<file path="config.mk">
export PLATFORM = sky130hd
export DESIGN_NAME = mux_2_to_1_arbiter
export DESIGN_NICKNAME = d
export VERILOG_FILES = /design/src/rtl/mux_arb_pkg.sv /design/src/rtl/mux_arb_hold_cnt.sv /design/src/rtl/mux_2_to_1_arbiter.sv
export SDC_FILE = /design/constraint.sdc
export NUM_CORES = 1
export LEC_CHECK = 0
export CORE_MARGIN = 5
export CORE_UTILIZATION = 48
export DETAILED_ROUTE_END_ITERATION = 10
export PLACE_DENSITY = 0.75
export SLEW_MARGIN = 20
export SYNTH_ARGS = -nofsm -noshare
export SYNTH_HDL_FRONTEND = slang
export SYNTH_SLANG_ARGS = --single-unit
</file>
<file path="constraint.sdc">
create_clock -name i_clk -period 2.4 [get_ports i_clk]
set_input_delay 0.48 -clock i_clk [delete_from_list [all_inputs] [get_ports i_clk]]
set_output_delay 0.48 -clock i_clk [all_outputs]
set_load 0.1 [all_outputs]
</file>
<file path="src/rtl/mux_arb_pkg.sv">
// Shared encodings and the round-robin pick for the 2:1 line-mux arbiter.
package mux_arb_pkg;

  typedef enum logic [1:0] {
    ST_IDLE   = 2'd0,
    ST_GRANT0 = 2'd1,
    ST_GRANT1 = 2'd2,
    ST_TURN   = 2'd3
  } arb_state_e;

  // Mux control encodings: i_en high tristates the line, i_sel high picks i_data_0.
  localparam logic MUX_HIZ = 1'b1;
  localparam logic SEL_D0  = 1'b1;
  localparam logic SEL_D1  = 1'b0;

  // Round-robin pick; on a tie the side that did not own the line last wins.
  function automatic arb_state_e arb_pick(input logic req0, input logic req1,
                                          input logic last_owner);
    arb_state_e pick;
    if (req0 && req1) begin
      pick = last_owner ? ST_GRANT0 : ST_GRANT1;
    end else if (req0) begin
      pick = ST_GRANT0;
    end else if (req1) begin
      pick = ST_GRANT1;
    end else begin
      pick = ST_IDLE;
    end
    return pick;
  endfunction

endpackage

</file>
<file path="src/rtl/mux_arb_hold_cnt.sv">
// Loadable, clearable, saturating counter used for both grant hold time and turnaround.
module mux_arb_hold_cnt #(
  parameter int unsigned CNT_W = 4
) (
  input  logic             i_clk,
  input  logic             i_clr,
  input  logic             i_load,
  input  logic [CNT_W-1:0] i_load_val,
  input  logic             i_inc,
  input  logic [CNT_W-1:0] i_sat_val,
  output logic [CNT_W-1:0] o_cnt
);

  // Clear beats load beats increment; increment stops at the saturation value.
  always_ff @(posedge i_clk) begin
    if (i_clr) begin
      o_cnt <= '0;
    end else if (i_load) begin
      o_cnt <= i_load_val;
    end else if (i_inc && (o_cnt < i_sat_val)) begin
      o_cnt <= o_cnt + CNT_W'(1);
    end
  end

endmodule

</file>
<file path="src/rtl/mux_2_to_1_arbiter.sv">
// Round-robin arbiter owning the enable/select of a shared 2:1 tristate line mux.
// Ownership is bounded while the other side waits, and every hand-over passes
// through at least TURN_CYCLES high-Z cycles.
module mux_2_to_1_arbiter
  import mux_arb_pkg::*;
#(
  parameter int unsigned MAX_HOLD    = 8,
  parameter int unsigned TURN_CYCLES = 1,
  parameter int unsigned CNT_W       = 4
) (
  input  logic             i_clk,
  input  logic             i_rst,
  input  logic             i_req0,
  input  logic             i_req1,
  output logic             o_gnt0,
  output logic             o_gnt1,
  output logic             o_mux_en,
  output logic             o_mux_sel,
  output logic             o_busy,
  output logic [CNT_W-1:0] o_hold_cnt
);

  localparam logic [CNT_W-1:0] HOLD_LAST = CNT_W'(MAX_HOLD - 1);
  localparam logic [CNT_W-1:0] TURN_LAST = CNT_W'(TURN_CYCLES - 1);

  arb_state_e       state_q;
  arb_state_e       state_d;
  logic             last_owner_q;
  logic             last_owner_d;
  logic             cnt_load;
  logic             cnt_inc;
  logic [CNT_W-1:0] cnt_sat;
  logic             gnt0_d;
  logic             gnt1_d;
  logic             mux_en_d;
  logic             mux_sel_d;
  logic             busy_d;

  // Hold/turn counter restarts at zero on every state change.
  mux_arb_hold_cnt #(
    .CNT_W (CNT_W)
  ) u_hold_cnt (
    .i_clk      (i_clk),
    .i_clr      (i_rst),
    .i_load     (cnt_load),
    .i_load_val ('0),
    .i_inc      (cnt_inc),
    .i_sat_val  (cnt_sat),
    .o_cnt      (o_hold_cnt)
  );

  // Next state, round-robin pointer and next-cycle output values.
  always_comb begin
    state_d      = state_q;
    last_owner_d = last_owner_q;
    cnt_inc      = 1'b0;
    cnt_sat      = '0;

    case (state_q)
      ST_IDLE: begin
        state_d = arb_pick(i_req0, i_req1, last_owner_q);
      end
      ST_GRANT0: begin
        cnt_inc = 1'b1;
        cnt_sat = HOLD_LAST;
        if (!i_req0 || ((o_hold_cnt == HOLD_LAST) && i_req1)) begin
          state_d      = ST_TURN;
          last_owner_d = 1'b0;
        end
      end
      ST_GRANT1: begin
        cnt_inc = 1'b1;
        cnt_sat = HOLD_LAST;
        if (!i_req1 || ((o_hold_cnt == HOLD_LAST) && i_req0)) begin
          state_d      = ST_TURN;
          last_owner_d = 1'b1;
        end
      end
      ST_TURN: begin
        cnt_inc = 1'b1;
        cnt_sat = TURN_LAST;
        if (o_hold_cnt >= TURN_LAST) begin
          state_d = arb_pick(i_req0, i_req1, last_owner_q);
        end
      end
      default: begin
        state_d = ST_IDLE;
      end
    endcase

    cnt_load  = (state_d != state_q);
    gnt0_d    = (state_d == ST_GRANT0);
    gnt1_d    = (state_d == ST_GRANT1);
    mux_en_d  = ~(gnt0_d | gnt1_d);
    busy_d    = (state_d != ST_IDLE);
    mux_sel_d = o_mux_sel;
    if (gnt0_d) begin
      mux_sel_d = SEL_D0;
    end else if (gnt1_d) begin
      mux_sel_d = SEL_D1;
    end
  end

  // State, pointer and registered outputs; reset drops any grant immediately.
  always_ff @(posedge i_clk) begin
    if (i_rst) begin
      state_q      <= ST_IDLE;
      last_owner_q <= 1'b1;
      o_gnt0       <= 1'b0;
      o_gnt1       <= 1'b0;
      o_mux_en     <= MUX_HIZ;
      o_mux_sel    <= SEL_D1;
      o_busy       <= 1'b0;
    end else begin
      state_q      <= state_d;
      last_owner_q <= last_owner_d;
      o_gnt0       <= gnt0_d;
      o_gnt1       <= gnt1_d;
      o_mux_en     <= mux_en_d;
      o_mux_sel    <= mux_sel_d;
      o_busy       <= busy_d;
    end
  end

endmodule

</file>
## Yosys cells after proc, flatten, opt, wreduce, memory -nomap -nowiden

Index checks and enable logic that the tools add are counted.

- Add/sub/neg operators: 1
- Magnitude comparators: 2
- Eq/ne operators: 9
- Multiplexer cells: 15
- Bitwise logic cells: 2
- Reduce and logical (&&, ||, !) cells: 16

Operators with widths:

| kind | number |
|---|---|
| 2-to-1 mux 2 bit | 7 |
| one-hot mux 2 bit (4 select lines) | 1 |
| == test 2 bit, second input constant | 3 |
| nonzero test 2 bit | 3 |
| 2-to-1 mux 1 bit | 5 |
| adder 4 x 1 -> 4 bit, second input constant | 1 |
| == test 2 x 1 -> 1 bit, second input constant | 2 |
| == test 4 x 3 -> 1 bit, second input constant | 1 |
| >= comparator 4 x 1 -> 1 bit, second input constant | 1 |
| logical AND 1 bit | 4 |
| < comparator 4 x 3 -> 1 bit | 1 |
| inequality test 2 bit, second input constant | 2 |
| OR reduction 2 bit | 2 |
| 2-to-1 mux 3 bit | 1 |
| AND reduction 3 bit | 1 |
| OR reduction 3 bit | 1 |
| zero test 1 bit | 2 |
| zero test 2 bit | 1 |
| logical OR 1 bit | 2 |
| inequality test 2 bit | 1 |
| one-hot mux 1 bit (2 select lines) | 1 |
| NOT 1 bit | 1 |
| OR 1 bit | 1 |

- Flip-flop bits (word level): 12
- Input bits: 4
- Output and inout bits: 9
- Word-level logic and storage cells: 53

## Depth between registers and ports, before layout

Gate-level depths: netlist of the first run.

- Depth in word-level cells: 8
- Mapped depth: 10
- Mapped depth without buffers: 10

## Cells and area by module

A second synthesis of the first run with hierarchy kept.

- Cells, all modules: 95
- Area, all modules: 847.1 µm²

Modules (own cells, without submodules):

| module | times used | cells an instance | area each (µm²) | sequential area each (µm²) |
|---|---|---|---|---|
| mux_2_to_1_arbiter | 1 | 53 | 481.7 | 160.2 |
| mux_arb_hold_cnt | 1 | 42 | 365.4 | 80.1 |

## Least setup slack after synthesis of the first run

No wires, ideal clock.

- Path type: reg-to-reg
- From: reg u_hold_cnt.o_cnt[1]
- To: reg o_mux_en
- Library setup time: 0.123 ns
- Arrival: 2.507 ns
- Required time: 2.277 ns
- Path slack: -0.230 ns
- Cell stages (with the launch flop): 9
- Buffers on the path: 0
- Clock period less this slack: 2.630 ns
- Cells stage by stage: dfxtp_1 > ha_1 > nand4b_1 > and3_4 > a31oi_1 > o22ai_1 > inv_1 > ha_1 > or2_2

- Longest elaborated chain between the ends: 8
- Elaborated cells between the ends (all ways): 14
- Those cells by class: 1 x order compare; 3 x eq/ne; 4 x mux; 2 x bitwise; 4 x reduce/logical

RTL lines:

| element | line | text |
|---|---|---|
| start: declaration | mux_arb_hold_cnt.sv:11 | `output logic [CNT_W-1:0] o_cnt` |
| start signal: assignment | mux_arb_hold_cnt.sv:19 | `o_cnt <= i_load_val;` |
| start signal: assignment | mux_arb_hold_cnt.sv:21 | `o_cnt <= o_cnt + CNT_W'(1);` |
| parallel branches: the longest is 4 deep, another holds >= comparator 4 x 1 -> 1 bit | - |  |
| one-hot mux 2 bit (4 select lines) (*) | mux_2_to_1_arbiter.sv:59 | `case (state_q)` |
| via state_d[0] | mux_2_to_1_arbiter.sv:27 | `arb_state_e state_d;` |
| == test 2 x 1 -> 1 bit or == test 2 bit (tied branches) | mux_2_to_1_arbiter.sv:92, mux_2_to_1_arbiter.sv:93 |  |
| OR 1 bit (*) | mux_2_to_1_arbiter.sv:94 | `mux_en_d = ~(gnt0_d \| gnt1_d);` |
| NOT 1 bit (*) | mux_2_to_1_arbiter.sv:94 |  |
| via mux_en_d | mux_2_to_1_arbiter.sv:35 | `logic mux_en_d;` |
| end signal: assignment | mux_2_to_1_arbiter.sv:119 | `o_mux_en <= mux_en_d;` |
| end: declaration | mux_2_to_1_arbiter.sv:17 | `output logic o_mux_en,` |

Mark *: on every way through the listed nets, which the timed path passes.
A chain may end at the register's enable or synchronous reset.

## Worst setup path after layout of the first run

- From: reg state_q[0]
- To: reg o_mux_en

- Longest elaborated chain between the ends: 5
- Elaborated cells between the ends (all ways): 12
- Those cells by class: 5 x eq/ne; 4 x mux; 2 x bitwise; 1 x reduce/logical

RTL lines:

| element | line | text |
|---|---|---|
| start: declaration | mux_2_to_1_arbiter.sv:26 | `arb_state_e state_q;` |
| start signal: assignment | mux_2_to_1_arbiter.sv:115 | `state_q <= state_d;` |
| == test 2 bit (tied with other cells) | mux_2_to_1_arbiter.sv:59 |  |
| one-hot mux 2 bit (4 select lines) (*) | mux_2_to_1_arbiter.sv:59 |  |
| via state_d[0] | mux_2_to_1_arbiter.sv:27 |  |
| == test 2 x 1 -> 1 bit or == test 2 bit (tied branches) | mux_2_to_1_arbiter.sv:92, mux_2_to_1_arbiter.sv:93 |  |
| OR 1 bit (*) | mux_2_to_1_arbiter.sv:94 |  |
| NOT 1 bit (*) | mux_2_to_1_arbiter.sv:94 |  |
| via mux_en_d | mux_2_to_1_arbiter.sv:35 |  |

The timed path passes the listed nets; every way through them passes the cells marked *.

==> results of run 1 <==
cell usage in the layout (no fill, tap or decap), types with 2 or more instances in the layout:
master | synthesis | layout
sky130_fd_sc_hd__a21oi_1 | 3 | 3
sky130_fd_sc_hd__buf_4 | 0 | 13
sky130_fd_sc_hd__clkbuf_4 | 0 | 3
sky130_fd_sc_hd__clkdlybuf4s50_1 | 0 | 3
sky130_fd_sc_hd__dfxtp_1 | 12 | 8
sky130_fd_sc_hd__dfxtp_2 | 0 | 4
sky130_fd_sc_hd__ha_1 | 9 | 9
sky130_fd_sc_hd__inv_1 | 6 | 6
sky130_fd_sc_hd__mux2i_1 | 2 | 2
sky130_fd_sc_hd__nand2_1 | 3 | 3
sky130_fd_sc_hd__nand2b_1 | 2 | 2
sky130_fd_sc_hd__nand3_1 | 2 | 2
sky130_fd_sc_hd__nand4b_1 | 2 | 2
sky130_fd_sc_hd__nor2_1 | 8 | 8
sky130_fd_sc_hd__nor2b_1 | 2 | 2
sky130_fd_sc_hd__or3_1 | 2 | 2
sky130_fd_sc_hd__xnor2_1 | 2 | 2
routing by layer:
layer | up-vias | GRT usage, %
li1 | 295 | -
met1 | 265 | 19.6
met2 | 14 | 23.0
met3 | 4 | 3.38
met4 | 0 | 11.6
met5 | - | 0
cell type report:
| cell class | count | area (sq um) | share of cell area (%) |
|---|---|---|---|
| Multi-Input combinational cell | 53 | 413 | 47.8 |
| Timing Repair Buffer | 16 | 128 | 14.8 |
| Tap cell | 15 | 18.8 | 2.17 |
| Clock buffer | 4 | 36.3 | 4.20 |
| Inverter | 6 | 22.5 | 2.61 |
| Sequential cell | 12 | 245 | 28.4 |
registers in the layout, summed over array words and instances, names as in the netlist:
name / cells
last_owner_q: 1
o_busy: 1
o_gnt0: 1
o_gnt1: 1
o_mux_en: 1
o_mux_sel: 1
state_q: 2
u_hold_cnt.o_cnt: 4
worst max-delay path by stage:
stage	from	end	depth (start not counted)
3_5_place_dp	i_req1	o_mux_en	8
2_1_floorplan	u_hold_cnt.o_cnt[1]	o_mux_en	8
5_1_grt	state_q[0]	u_hold_cnt.o_cnt[1]	8
6_report	state_q[0]	o_mux_en	9
4_1_cts	state_q[0]	o_mux_en	9
3_3_place_gp	i_req1	o_mux_en	8
kinds of logic after synthesis:
| kind of cell | after synthesis |
|---|---|
| and+or+nand+nor | 25 |
| DFF | 12 |
| xor gates and xnor gates | 2 |
| muxes | 2 |
| adders and majority gates | 9 |
| buffers and inverters | 7 |
| AOI/OAI and AO/OA | 15 |
per-stage QoR:
stage	cells	hold slack, ps
finish	106	518
global route	106	586
CTS	106	527
detailed placement	102	500
global placement	102	483
floorplan	72	501
what timing repair did:
| item | CTS | global route |
|---|---|---|
| setup endpoints to repair | 0 | 2 |
| hold buffers | 0 | 0 |
| resized for setup | 0 | 1 |
critical path, cell delays in order, from the launching register on:
cell and delay [ps]:
sky130_fd_sc_hd__dfxtp_1 380, sky130_fd_sc_hd__inv_1 100, sky130_fd_sc_hd__ha_1 300, sky130_fd_sc_hd__inv_1 100, sky130_fd_sc_hd__a31oi_2 220, sky130_fd_sc_hd__a31oi_1 110
sky130_fd_sc_hd__o22ai_1 200, sky130_fd_sc_hd__inv_1 70, sky130_fd_sc_hd__ha_1 300, sky130_fd_sc_hd__or2_2 300
==> insert_results.sql, run 1 <==
INSERT INTO impl_metrics (metric_group, metric, value, unit) VALUES
('detailed_routing', 'met2RoutedLength', '570', 'um'),
('clock_network', 'cts.path.max_buffers', '2', ''),
('detailed_routing', 'met3WireLength', '54', 'um'),
('synth', 'area_share_of_xor_xnor_cells_in_the_synthesized_design', '2.60', '%'),
('grt', 'first_global_vias', '551', ''),
('synth', 'yosysUniqueCellTypes', '29', ''),
('sta', 'max-slew-margin-rel', '70.1', '%'),
('critical_path', 'critical_path.startpoint_type', 'register', ''),
('place', 'place.detailed.hpwl', '1030', 'um'),
('critical_path', 'worst_reg2reg_setup_slack', '210', 'ps'),
('detailed_routing', 'via_per_inst', '5.45', ''),
('clock_network', 'cts_buffers', '3', ''),
('clock_network', 'cts.root.buffer_cell', 'sky130_fd_sc_hd__clkbuf_4', ''),
('floorplan', 'start_util', '51.1', '%'),
('floorplan', 'die_height', '47.5', 'um'),
('critical_path', 'timing.critical_path.to_type', 'register', ''),
('detailed_routing', 'detail_route.drc_violations', '0', ''),
('detailed_routing', 'wl_per_cell', '12.7', 'um'),
('clock_network', 'postCtsSetupBuffers', '0', ''),
('synth', 'netlist_top_cells_count', '12 x sky130_fd_sc_hd__dfxtp_1, 9 x sky130_fd_sc_hd__ha_1, 8 x sky130_fd_sc_hd__nor2_1', ''),
('critical_path', 'critical_path.reg2reg.startpoint', 'state_q[0]', ''),
('synth', 'synth_cells', '72', ''),
('sta', 'setup_tns', '0', 'ps'),
('min_path', 'min-delay-path-class', 'register to register', ''),
('floorplan', 'core_box_area', '1320', 'sq um'),
('detailed_routing', 'drtPass1Iterations', '4', ''),
('critical_path', 'timing_worst_setup_path_type', 'register to register', ''),
('floorplan', 'design.portCount', '13', ''),
('critical_path', 'ff2ff_path_depth', '9', ''),
('floorplan', 'fp.dieW', '47.5', 'um'),
('critical_path', 'worstReg2RegEnd', 'o_mux_en', ''),
('synth', 'yosys_warnings', '0', ''),
('clock_network', 'clock_latency', '270', 'ps'),
('outcome', 'outcome', 'finished, final reports clean', ''),
('detailed_routing', 'maxUsedRoutingLayer', 'met4', ''),
('layout', 'design_area', '863', 'sq um'),
('detailed_routing', 'route.vias.total', '578', ''),
('synth', 'synth_largest_type_area_fraction', '35.7', '%'),
('detailed_routing', 'detail_route.iter0.violations', '17', ''),
('detailed_routing', 'm1WireLength', '678', 'um'),
('grt', 'grt_max_degree', '10', ''),
('layout', 'area_growth', '28.3', '%'),
('sta', 'setup_slack', '213', 'ps'),
('sta', 'final_max_slew_viol_count', '0', ''),
('synth', 'combinational_family_with_the_most_area_after_synthesis', 'simple AND/OR/NAND/NOR gates', ''),
('layout', 'drive_gt1_share', '28.6', '%'),
('detailed_routing', 'number_of_nets_with_antenna_violations_after_routing', '0', ''),
('synth', 'synth.mux.area_fraction', '2.97', '%'),
('synth', 'number_of_register_bits_inferred_by_synthesis', '12', ''),
('floorplan', 'rows', '13', ''),
('clock_network', 'total_clock_sinks', '12', ''),
('synth', 'synth_edf_count', '0', ''),
('sta', 'highest_clock_frequency_the_design_can_meet', '457', 'MHz'),
('synth', 'synthTopCellsByArea', 'sky130_fd_sc_hd__dfxtp_1 36%, sky130_fd_sc_hd__ha_1 17%, sky130_fd_sc_hd__nor2_1 4.5%', ''),
('detailed_routing', 'finalWirelength', '1350', 'um'),
('synth', 'netlist_area', '673', 'sq um'),
('sta', 'final.period_utilization', '91.1', '%'),
('layout', 'antenna_cells', '0', ''),
('place', 'dp_worst_setup_slack', '-8.92', 'ps'),
('synth', 'yosys.cell_count.top_type', 'sky130_fd_sc_hd__dfxtp_1', ''),
('sta', 'rsz_0062_raised_after_global_routing', 'no', ''),
('synth', 'yosys.area_share.simple', '20.4', '%'),
('sta', 'worst_slew_pin_slew', '446', 'ps'),
('critical_path', 'cp.required', '2560', 'ps'),
('min_path', 'holdPathEnd', 'o_mux_sel', ''),
('sta', 'timing.clock.skew', '1.89', 'ps'),
('synth', 'post_synth_fa_ha_maj_area_fraction', '16.7', '%'),
('sta', 'count_of_endpoints_failing_hold_in_the_final_timing_report', '0', ''),
('synth', 'synth.net_count', '85', ''),
('critical_path', 'critical_path_peak_fanout', '5', ''),
('grt', 'groute.usage.overall', '15.6', '%');
Power of run 1 is left out: the tool's default activity adds up to more than one toggle a clock period on the data nets, which glitch-free logic cannot reach.
==> run 2, diff against run 1 <==
Settings changed: GPL_ROUTABILITY_DRIVEN set to 0, SKIP_LAST_GASP set to 1.
==> results of run 2 <==
The final DEF is identical to that of run 1; final timing and power are the same.
Power of run 2 is left out for the same reason.
